===== config.mk =====
export PLATFORM = sky130hd
export DESIGN_NAME = i2c_regbank_arbiter_flat
export DESIGN_NICKNAME = d
export VERILOG_FILES = /design/src/rtl/i2c_regbank_pkg.sv /design/src/rtl/i2c_regbank_arbiter_if.sv /design/src/rtl/i2c_req_slot.sv /design/src/rtl/i2c_regbank_arbiter.sv /design/src/flat_wrapper.sv
export SDC_FILE = /design/constraint.sdc
export NUM_CORES = 1
export LEC_CHECK = 0
export ABC_AREA = 0
export BUFFER_PORTS_ARGS = -buffer_cell sky130_fd_sc_hd__buf_2
export CORE_MARGIN = 1
export CORE_UTILIZATION = 31
export CTS_BUF_LIST = sky130_fd_sc_hd__clkbuf_8
export DETAILED_ROUTE_END_ITERATION = 10
export PLACE_DENSITY = 0.57
export SLEW_MARGIN = 20
export SYNTH_ARGS = -nofsm -noshare
export SYNTH_HDL_FRONTEND = slang
export SYNTH_SLANG_ARGS = --single-unit

===== constraint.sdc =====
create_clock -name sys_clk_i -period 5.7 [get_ports sys_clk_i]
set_clock_uncertainty 0.1 [all_clocks]
set_input_delay 0.57 -clock sys_clk_i [delete_from_list [all_inputs] [get_ports sys_clk_i]]
set_output_delay 0.57 -clock sys_clk_i [all_outputs]
set_load 0.01 [all_outputs]

===== src/rtl/i2c_regbank_pkg.sv =====
// Shared types and width defaults for the I2C register-bank arbiter.
// No logic: types and constants only.
// No handshake of its own.
package i2c_regbank_pkg;

    localparam int ADDR_W_DEF = 8;
    localparam int DATA_W_DEF = 32;

    typedef enum logic {
        ST_IDLE,
        ST_RD_WAIT
    } state_t;

    typedef enum logic [1:0] {
        SRC_NONE,
        SRC_I2C_WR,
        SRC_I2C_RD,
        SRC_HOST
    } src_t;

endpackage


===== src/rtl/i2c_regbank_arbiter_if.sv =====
// Bundle of I2C slave, host and RAM signals around the register-bank arbiter.
// Wiring only: adds no latency.
// Host uses req/gnt; I2C pulses cannot be stalled.
interface i2c_regbank_arbiter_if import i2c_regbank_pkg::*; #(
    parameter int ADDR_W = ADDR_W_DEF,
    parameter int DATA_W = DATA_W_DEF
) ();

    logic              i2c_wr_en_i;
    logic [ADDR_W-1:0] i2c_wr_addr_i;
    logic [DATA_W-1:0] i2c_wr_data_i;
    logic              i2c_rd_en_i;
    logic [ADDR_W-1:0] i2c_rd_addr_i;
    logic [DATA_W-1:0] i2c_rd_data_o;
    logic              i2c_ovf_o;

    logic              host_req_i;
    logic              host_we_i;
    logic [ADDR_W-1:0] host_addr_i;
    logic [DATA_W-1:0] host_wdata_i;
    logic              host_gnt_o;
    logic              host_rvalid_o;
    logic [DATA_W-1:0] host_rdata_o;

    logic              mem_en_o;
    logic              mem_we_o;
    logic [ADDR_W-1:0] mem_addr_o;
    logic [DATA_W-1:0] mem_wdata_o;
    logic [DATA_W-1:0] mem_rdata_i;

    modport slave (
        input  i2c_wr_en_i, i2c_wr_addr_i, i2c_wr_data_i, i2c_rd_en_i, i2c_rd_addr_i,
        output i2c_rd_data_o, i2c_ovf_o,
        input  host_req_i, host_we_i, host_addr_i, host_wdata_i,
        output host_gnt_o, host_rvalid_o, host_rdata_o,
        output mem_en_o, mem_we_o, mem_addr_o, mem_wdata_o,
        input  mem_rdata_i
    );

    modport master (
        output i2c_wr_en_i, i2c_wr_addr_i, i2c_wr_data_i, i2c_rd_en_i, i2c_rd_addr_i,
        input  i2c_rd_data_o, i2c_ovf_o,
        output host_req_i, host_we_i, host_addr_i, host_wdata_i,
        input  host_gnt_o, host_rvalid_o, host_rdata_o,
        input  mem_en_o, mem_we_o, mem_addr_o, mem_wdata_o,
        output mem_rdata_i
    );

endinterface


===== src/rtl/i2c_req_slot.sv =====
// One-deep pending-request register for an unstallable pulse source.
// Loads at the edge after the pulse; visible to the arbiter one cycle later.
// No backpressure: a new pulse overwrites a pending one and sets sticky ovf.
module i2c_req_slot #(
    parameter int W = 8
) (
    input  logic         sys_clk_i,
    input  logic         rst_i,
    input  logic         ld,
    input  logic [W-1:0] ld_dat,
    input  logic         clr,
    output logic         vld,
    output logic [W-1:0] dat,
    output logic         ovf
);

    always_ff @(posedge sys_clk_i or posedge rst_i) begin
        if (rst_i) begin
            vld <= 1'b0;
            dat <= '0;
            ovf <= 1'b0;
        end else if (ld) begin
            // A load in the issue cycle replaces an already-served request, so it is not lost.
            vld <= 1'b1;
            dat <= ld_dat;
            if (vld && !clr) begin
                ovf <= 1'b1;
            end
        end else if (clr) begin
            vld <= 1'b0;
        end
    end

endmodule


===== src/rtl/i2c_regbank_arbiter.sv =====
// Shares one single-port RAM between latched I2C requests (priority) and a host port.
// RAM strobe 1 cycle after decision; read result registered RD_LATENCY+1 cycles after the strobe.
// Host held off via gnt while I2C slots are pending or a read is outstanding.
module i2c_regbank_arbiter import i2c_regbank_pkg::*; #(
    parameter int ADDR_W     = ADDR_W_DEF,
    parameter int DATA_W     = DATA_W_DEF,
    parameter int RD_LATENCY = 1
) (
    input logic                  sys_clk_i,
    input logic                  rst_i,
    i2c_regbank_arbiter_if.slave bus
);

    localparam int CNT_W = $clog2(RD_LATENCY + 1);
    localparam int WR_W  = ADDR_W + DATA_W;

    logic              wr_vld, wr_clr, wr_ovf;
    logic [WR_W-1:0]   wr_dat;
    logic              rd_vld, rd_clr, rd_ovf;
    logic [ADDR_W-1:0] rd_addr;

    state_t            state;
    src_t              tag;
    src_t              sel;
    logic [CNT_W-1:0]  cnt;

    logic              mem_en, mem_we;
    logic [ADDR_W-1:0] mem_addr;
    logic [DATA_W-1:0] mem_wdata;
    logic              host_rvalid;
    logic [DATA_W-1:0] host_rdata;
    logic [DATA_W-1:0] i2c_rd_data;

    i2c_req_slot #(.W(WR_W)) u_wr_slot (
        .sys_clk_i (sys_clk_i),
        .rst_i     (rst_i),
        .ld        (bus.i2c_wr_en_i),
        .ld_dat    ({bus.i2c_wr_addr_i, bus.i2c_wr_data_i}),
        .clr       (wr_clr),
        .vld       (wr_vld),
        .dat       (wr_dat),
        .ovf       (wr_ovf)
    );

    i2c_req_slot #(.W(ADDR_W)) u_rd_slot (
        .sys_clk_i (sys_clk_i),
        .rst_i     (rst_i),
        .ld        (bus.i2c_rd_en_i),
        .ld_dat    (bus.i2c_rd_addr_i),
        .clr       (rd_clr),
        .vld       (rd_vld),
        .dat       (rd_addr),
        .ovf       (rd_ovf)
    );

    // Decision uses only registered slot state, so a same-cycle I2C pulse cannot block a host grant.
    always_comb begin
        sel = SRC_NONE;
        if (state == ST_IDLE) begin
            if (wr_vld) begin
                sel = SRC_I2C_WR;
            end else if (rd_vld) begin
                sel = SRC_I2C_RD;
            end else if (bus.host_req_i) begin
                sel = SRC_HOST;
            end
        end
    end

    assign wr_clr         = (sel == SRC_I2C_WR);
    assign rd_clr         = (sel == SRC_I2C_RD);
    assign bus.host_gnt_o = (sel == SRC_HOST);

    always_ff @(posedge sys_clk_i or posedge rst_i) begin
        if (rst_i) begin
            state       <= ST_IDLE;
            tag         <= SRC_NONE;
            cnt         <= '0;
            mem_en      <= 1'b0;
            mem_we      <= 1'b0;
            mem_addr    <= '0;
            mem_wdata   <= '0;
            host_rvalid <= 1'b0;
            host_rdata  <= '0;
            i2c_rd_data <= '0;
        end else begin
            mem_en      <= 1'b0;
            mem_we      <= 1'b0;
            host_rvalid <= 1'b0;
            case (state)
                ST_IDLE: begin
                    case (sel)
                        SRC_I2C_WR: begin
                            mem_en    <= 1'b1;
                            mem_we    <= 1'b1;
                            mem_addr  <= wr_dat[WR_W-1 -: ADDR_W];
                            mem_wdata <= wr_dat[DATA_W-1:0];
                        end
                        SRC_I2C_RD: begin
                            mem_en   <= 1'b1;
                            mem_addr <= rd_addr;
                            tag      <= SRC_I2C_RD;
                            cnt      <= '0;
                            state    <= ST_RD_WAIT;
                        end
                        SRC_HOST: begin
                            mem_en   <= 1'b1;
                            mem_addr <= bus.host_addr_i;
                            if (bus.host_we_i) begin
                                mem_we    <= 1'b1;
                                mem_wdata <= bus.host_wdata_i;
                            end else begin
                                tag   <= SRC_HOST;
                                cnt   <= '0;
                                state <= ST_RD_WAIT;
                            end
                        end
                        default: ;
                    endcase
                end
                ST_RD_WAIT: begin
                    // cnt==0 is the strobe cycle, so data is present when cnt reaches RD_LATENCY.
                    if (cnt == CNT_W'(RD_LATENCY)) begin
                        if (tag == SRC_HOST) begin
                            host_rdata  <= bus.mem_rdata_i;
                            host_rvalid <= 1'b1;
                        end else begin
                            i2c_rd_data <= bus.mem_rdata_i;
                        end
                        tag   <= SRC_NONE;
                        state <= ST_IDLE;
                    end else begin
                        cnt <= cnt + 1'b1;
                    end
                end
                default: state <= ST_IDLE;
            endcase
        end
    end

    assign bus.mem_en_o      = mem_en;
    assign bus.mem_we_o      = mem_we;
    assign bus.mem_addr_o    = mem_addr;
    assign bus.mem_wdata_o   = mem_wdata;
    assign bus.host_rvalid_o = host_rvalid;
    assign bus.host_rdata_o  = host_rdata;
    assign bus.i2c_rd_data_o = i2c_rd_data;
    assign bus.i2c_ovf_o     = wr_ovf | rd_ovf;

endmodule

===== src/flat_wrapper.sv =====
// flat-port wrapper written by rule: the top's interface ports become plain ports
module i2c_regbank_arbiter_flat import i2c_regbank_pkg::*;
#(
    parameter int ADDR_W     = ADDR_W_DEF,
    parameter int DATA_W     = DATA_W_DEF,
    parameter int RD_LATENCY = 1
)
  (sys_clk_i, rst_i, bus_i2c_wr_en_i, bus_i2c_wr_addr_i, bus_i2c_wr_data_i, bus_i2c_rd_en_i, bus_i2c_rd_addr_i, bus_i2c_rd_data_o, bus_i2c_ovf_o, bus_host_req_i, bus_host_we_i, bus_host_addr_i, bus_host_wdata_i, bus_host_gnt_o, bus_host_rvalid_o, bus_host_rdata_o, bus_mem_en_o, bus_mem_we_o, bus_mem_addr_o, bus_mem_wdata_o, bus_mem_rdata_i);
  i2c_regbank_arbiter_if #(.ADDR_W(ADDR_W), .DATA_W(DATA_W)) bus_i ();
  input logic sys_clk_i;
  input logic rst_i;
  input wire logic [$bits(bus_i.i2c_wr_en_i)-1:0] bus_i2c_wr_en_i;
  input wire logic [$bits(bus_i.i2c_wr_addr_i)-1:0] bus_i2c_wr_addr_i;
  input wire logic [$bits(bus_i.i2c_wr_data_i)-1:0] bus_i2c_wr_data_i;
  input wire logic [$bits(bus_i.i2c_rd_en_i)-1:0] bus_i2c_rd_en_i;
  input wire logic [$bits(bus_i.i2c_rd_addr_i)-1:0] bus_i2c_rd_addr_i;
  output wire logic [$bits(bus_i.i2c_rd_data_o)-1:0] bus_i2c_rd_data_o;
  output wire logic [$bits(bus_i.i2c_ovf_o)-1:0] bus_i2c_ovf_o;
  input wire logic [$bits(bus_i.host_req_i)-1:0] bus_host_req_i;
  input wire logic [$bits(bus_i.host_we_i)-1:0] bus_host_we_i;
  input wire logic [$bits(bus_i.host_addr_i)-1:0] bus_host_addr_i;
  input wire logic [$bits(bus_i.host_wdata_i)-1:0] bus_host_wdata_i;
  output wire logic [$bits(bus_i.host_gnt_o)-1:0] bus_host_gnt_o;
  output wire logic [$bits(bus_i.host_rvalid_o)-1:0] bus_host_rvalid_o;
  output wire logic [$bits(bus_i.host_rdata_o)-1:0] bus_host_rdata_o;
  output wire logic [$bits(bus_i.mem_en_o)-1:0] bus_mem_en_o;
  output wire logic [$bits(bus_i.mem_we_o)-1:0] bus_mem_we_o;
  output wire logic [$bits(bus_i.mem_addr_o)-1:0] bus_mem_addr_o;
  output wire logic [$bits(bus_i.mem_wdata_o)-1:0] bus_mem_wdata_o;
  input wire logic [$bits(bus_i.mem_rdata_i)-1:0] bus_mem_rdata_i;
  assign bus_i.i2c_wr_en_i = bus_i2c_wr_en_i;
  assign bus_i.i2c_wr_addr_i = bus_i2c_wr_addr_i;
  assign bus_i.i2c_wr_data_i = bus_i2c_wr_data_i;
  assign bus_i.i2c_rd_en_i = bus_i2c_rd_en_i;
  assign bus_i.i2c_rd_addr_i = bus_i2c_rd_addr_i;
  assign bus_i2c_rd_data_o = bus_i.i2c_rd_data_o;
  assign bus_i2c_ovf_o = bus_i.i2c_ovf_o;
  assign bus_i.host_req_i = bus_host_req_i;
  assign bus_i.host_we_i = bus_host_we_i;
  assign bus_i.host_addr_i = bus_host_addr_i;
  assign bus_i.host_wdata_i = bus_host_wdata_i;
  assign bus_host_gnt_o = bus_i.host_gnt_o;
  assign bus_host_rvalid_o = bus_i.host_rvalid_o;
  assign bus_host_rdata_o = bus_i.host_rdata_o;
  assign bus_mem_en_o = bus_i.mem_en_o;
  assign bus_mem_we_o = bus_i.mem_we_o;
  assign bus_mem_addr_o = bus_i.mem_addr_o;
  assign bus_mem_wdata_o = bus_i.mem_wdata_o;
  assign bus_i.mem_rdata_i = bus_mem_rdata_i;
  i2c_regbank_arbiter #(.ADDR_W(ADDR_W), .DATA_W(DATA_W), .RD_LATENCY(RD_LATENCY)) u_core (.sys_clk_i(sys_clk_i), .rst_i(rst_i), .bus(bus_i));
endmodule

==> out/summary.log <==
[grt] global routing usage summed across all routing layers 14.9%
[placed_design] Inst Count DP 932
[sta] Setup Total Neg Slack 0 ps
[logic_synthesis] syn avg cell area 15.1 um2
[logic_synthesis] biggest area consumer among synthesized cells dfrtp_1
[grt] vias in the first global route 4,762
[sta] time the worst path needs with I/O delays and setup 2770 ps
[clock_network] CTS Hold Buffers Added 0
[die] die height 149 um
[drt] via count 4,487
[worst_setup_path] highest fanout seen on the critical path 33
[die] standard-cell row count 53
[logic_synthesis] multiplexer fraction of the synthesized cell area 29.6%
[pwr] post-layout total power 4080 uW
[cells_and_area] final cell utilization of the core 40.4%
[pwr] P_int 2720 uW
[sta] share of the cycle needed by the critical path after routing 48.7%
[logic_synthesis] part of the Yosys area used for sequential elements 60.9%
[cells_and_area] Net count, final 802
[logic_synthesis] fraction of the mapped netlist area in adder cells 0%
[sta] count of final max-slew check failures 0
[logic_synthesis] FF+latch count, synth 163
[sta] slew at the pin closest to its max-slew limit 951 ps
[logic_synthesis] number of library cell types mapped by synthesis 27
[clock_network] Post-CTS Setup Inserts 0
[cells_and_area] synthesis-to-finish area growth 27.1%
[run_status] status complete, no violations
[grt] remaining global-route overflow 0
[die] boundary pin count 235
[sta] setup repair after global routing missed its margin no
[clock_network] CTS tree built
[grt] first-pass GRT wire length 25,200 um
[logic_synthesis] number of instances in the synthesized netlist 444
[grt] antenna violations before repair 1
[drt] via/cell ratio 4.65
[worst_setup_path] Worst Path Arrival 2100 ps
[die] Initial Util 31.8%
[worst_setup_path] crit path cell chain nor4b_4 -> buf_4 -> buf_2
[sta] max_slew headroom 36.6%
[pwr] Cell Pwr Density 479 nW/um2
[cells_and_area] layout cells sized above 1 64.4%
[logic_synthesis] synthesized-area fraction occupied by ao, oa, aoi and oai cells 4.19%
[clock_network] number of clock buffers inserted by TritonCTS 17
[pwr] clock power share 21.0%
[pwr] IR Drop Worst-Case VDD 0.187 mV
[logic_synthesis] Post-Syn Nets 570
[clock_network] total number of clock tree sinks 163
[logic_synthesis] simple-gate area share of the yosys netlist 2.80%
[die] Die Footprint 22,200 um2
[worst_setup_path] delay contributed by the slowest stage of the critical path 630 ps
[drt] DRC 0
[clock_network] H-tree depth 4
[clock_network] clock slew at reported path FFs 90 ps
[worst_hold_path] class of the most critical hold timing path input port to flip-flop
[cells_and_area] Non-Filler Instances 964
[worst_setup_path] Critical Path Slowest Stage Cell dfrtp_1
[drt] number of design-rule violations left by the first detailed-router iteration 155
[pwr] Combinational Power Share 34.2%
[logic_synthesis] top cells by area, synth dfrtp_1 61%, mux2_2 28%, mux2_1 1.8%, a21o_1 1.3%, nand3b_1 1.1%
[logic_synthesis] Synth Cell Area 6700 um2
[logic_synthesis] portion of synthesized cell area occupied by the leading cell type 60.9%
[logic_synthesis] synthesis warning total 0
[placed_design] routability congestion estimate 0.754
[clock_network] insertion delay to the later sink of the worst-skew pair 440 ps
[worst_setup_path] required time of the worst setup path 5030 ps
[logic_synthesis] xor and xnor fraction of the mapped netlist area 0%
[flow_run] number of maximum-capacitance constraint violations 0
[sta] top achievable clock speed 361 MHz
[clock_network] CTS Root Buffer Type clkbuf_8
[worst_setup_path] startpoint types flip-flop
[pwr] relative contribution of sequential cells to total power 44.8%
[placed_design] placed wire-length estimate 11,300 um
[worst_setup_path] Critical Path Sink Type output pin
[die] core area 21,100 um2
[logic_synthesis] largest family of logic cells by synthesized area multiplexers
[clock_network] Bufs on Longest Clock Path 2
[sta] Setup-failing EPs final 0
[grt] maximum number of pins on one net before global-route repair 109
[placed_design] Buffers on Ports 234
[pwr] power dissipated by switching net loads 1360 uW
[drt] average detailed-routed wire length per instance 16.6 um
[sta] final count of hold timing violations 0
[worst_setup_path] crit path kind flip-flop to output pin
[drt] wirelength, routed 16,000 um
[die] Chip Width 149 um
[clock_network] cts repair resizes 0
[drt] number of nets with antenna violations after routing 0
[drt] first drt pass iteration count 4
[pwr] P_leak 0.00393 uW
[pwr] switching portion of total power 33.3%
-- path summary, 6_finish.rpt --
check | from | to | slack (ps) | cells after the start
min reg2reg | u_core.u_wr_slot.ovf | u_core.u_wr_slot.ovf | 370 | 1
max in group asynchronous | rst_i | u_core.bus.i2c_rd_data_o[18] | 3940 | 3
max | u_core.u_rd_slot.vld | bus_host_gnt_o | 2930 | 3
min | bus_i2c_wr_data_i[22] | u_core.u_wr_slot.dat[22] | 250 | 2
max reg2reg | u_core.u_rd_slot.vld | u_core.bus.mem_wdata_o[28] | 3350 | 4
min in group asynchronous | rst_i | u_core.bus.host_rdata_o[10] | 260 | 2
-- layer usage --
layer | share of wire, % | routed length [um] | global-route usage, %
met3 | 7.1 | 1130 | 4.53
met5 | 0 | 0 | 0
met2 | 51 | 8120 | 25.2
met4 | 1.6 | 251 | 5.61
met1 | 41 | 6500 | 17.6
-- cell type report --
type | instances | area, um2
clock buffer | 18 | 248
timing repair buffer | 239 | 1210
inverter | 4 | 20.0
clock inverter | 13 | 149
multi-input combinational | 251 | 2460
tap | 275 | 344
sequential | 163 | 4080
fill | 2027 | 12600
antenna | 1 | 2.50
-- per-stage QoR --
| step | hold slack [ps] | setup WS, ps | instance area [um2] |
|---|---|---|---|
| 3_3_place_gp | 354 | 3310 | 8110 |
| 4_1_cts | 202 | 2850 | 8510 |
| 3_5_place_dp | 354 | 3280 | 8110 |
| 2_1_floorplan | 333 | 625 | 6700 |
| 6_report | 254 | 2930 | 8510 |
| 5_1_grt | 207 | 2730 | 8510 |
-- critical path, delay by kind of cell, from the launching register on --
| kind | cells | cell delay [ps] |
|---|---|---|
| simple gates | 1 | 340 |
| buf+inv | 2 | 670 |
| flops | 1 | 630 |
-- cell families after synthesis --
logic type,after synthesis
AO/OA/AOI/OAI,45
buffers and inverters,30
AND/OR/NAND/NOR,30
flip-flops,163
multiplexers,176
-- cells in the final DEF (no fill, tap or decap), drive strengths merged, types with 3 or more instances in the layout --
cell type and n:
a21o 12, clkbuf 18, buf 239, a21oi 10
inv 9, nand2 10, a31oi 8, mux2 176
or2 3, clkinv 4, nand3b 10, dfrtp 163
o21ai 11
-- cells in the mapped netlist --
cell type	number
o31ai_1	1
clkinv_1	1
dfrtp_1	163
nand2_1	10
o22ai_1	1
buf_4	4
nor2b_1	1
o21ai_0	11
nand2b_1	1
nor2_1	2
or2_2	3
a21oi_2	1
nand4_1	1
clkbuf_1	9
a31oi_1	8
mux2_1	11
mux2_2	165
nand3b_1	10
a21oi_1	9
or3_1	1
a31o_2	2
buf_1	1
buf_2	8
buf_6	4
nor4b_4	1
a21o_1	12
inv_1	3
-- registers in the layout (all words and copies together), names as in the netlist, 2 cells and up --
signal                    count
u_core.u_wr_slot.dat         40
u_core.tag                    2
u_core.bus.i2c_rd_data_o     32
u_core.bus.mem_addr_o         8
u_core.bus.host_rdata_o      32
u_core.u_rd_slot.dat          8
u_core.bus.mem_wdata_o       32
-- power by group through the flow --
| stage | sequential (uW) | clock [uW] | combinational (uW) |
|---|---|---|---|
| floorplan | 2000 | 0 | 659 |
| global placement | 1830 | 0 | 1390 |
| detailed placement | 1850 | 0 | 1420 |
| CTS | 1830 | 902 | 1420 |
| global route | 1890 | 948 | 1510 |
| finish | 1830 | 858 | 1390 |
Note: power is estimated with default switching activity, not from simulation.
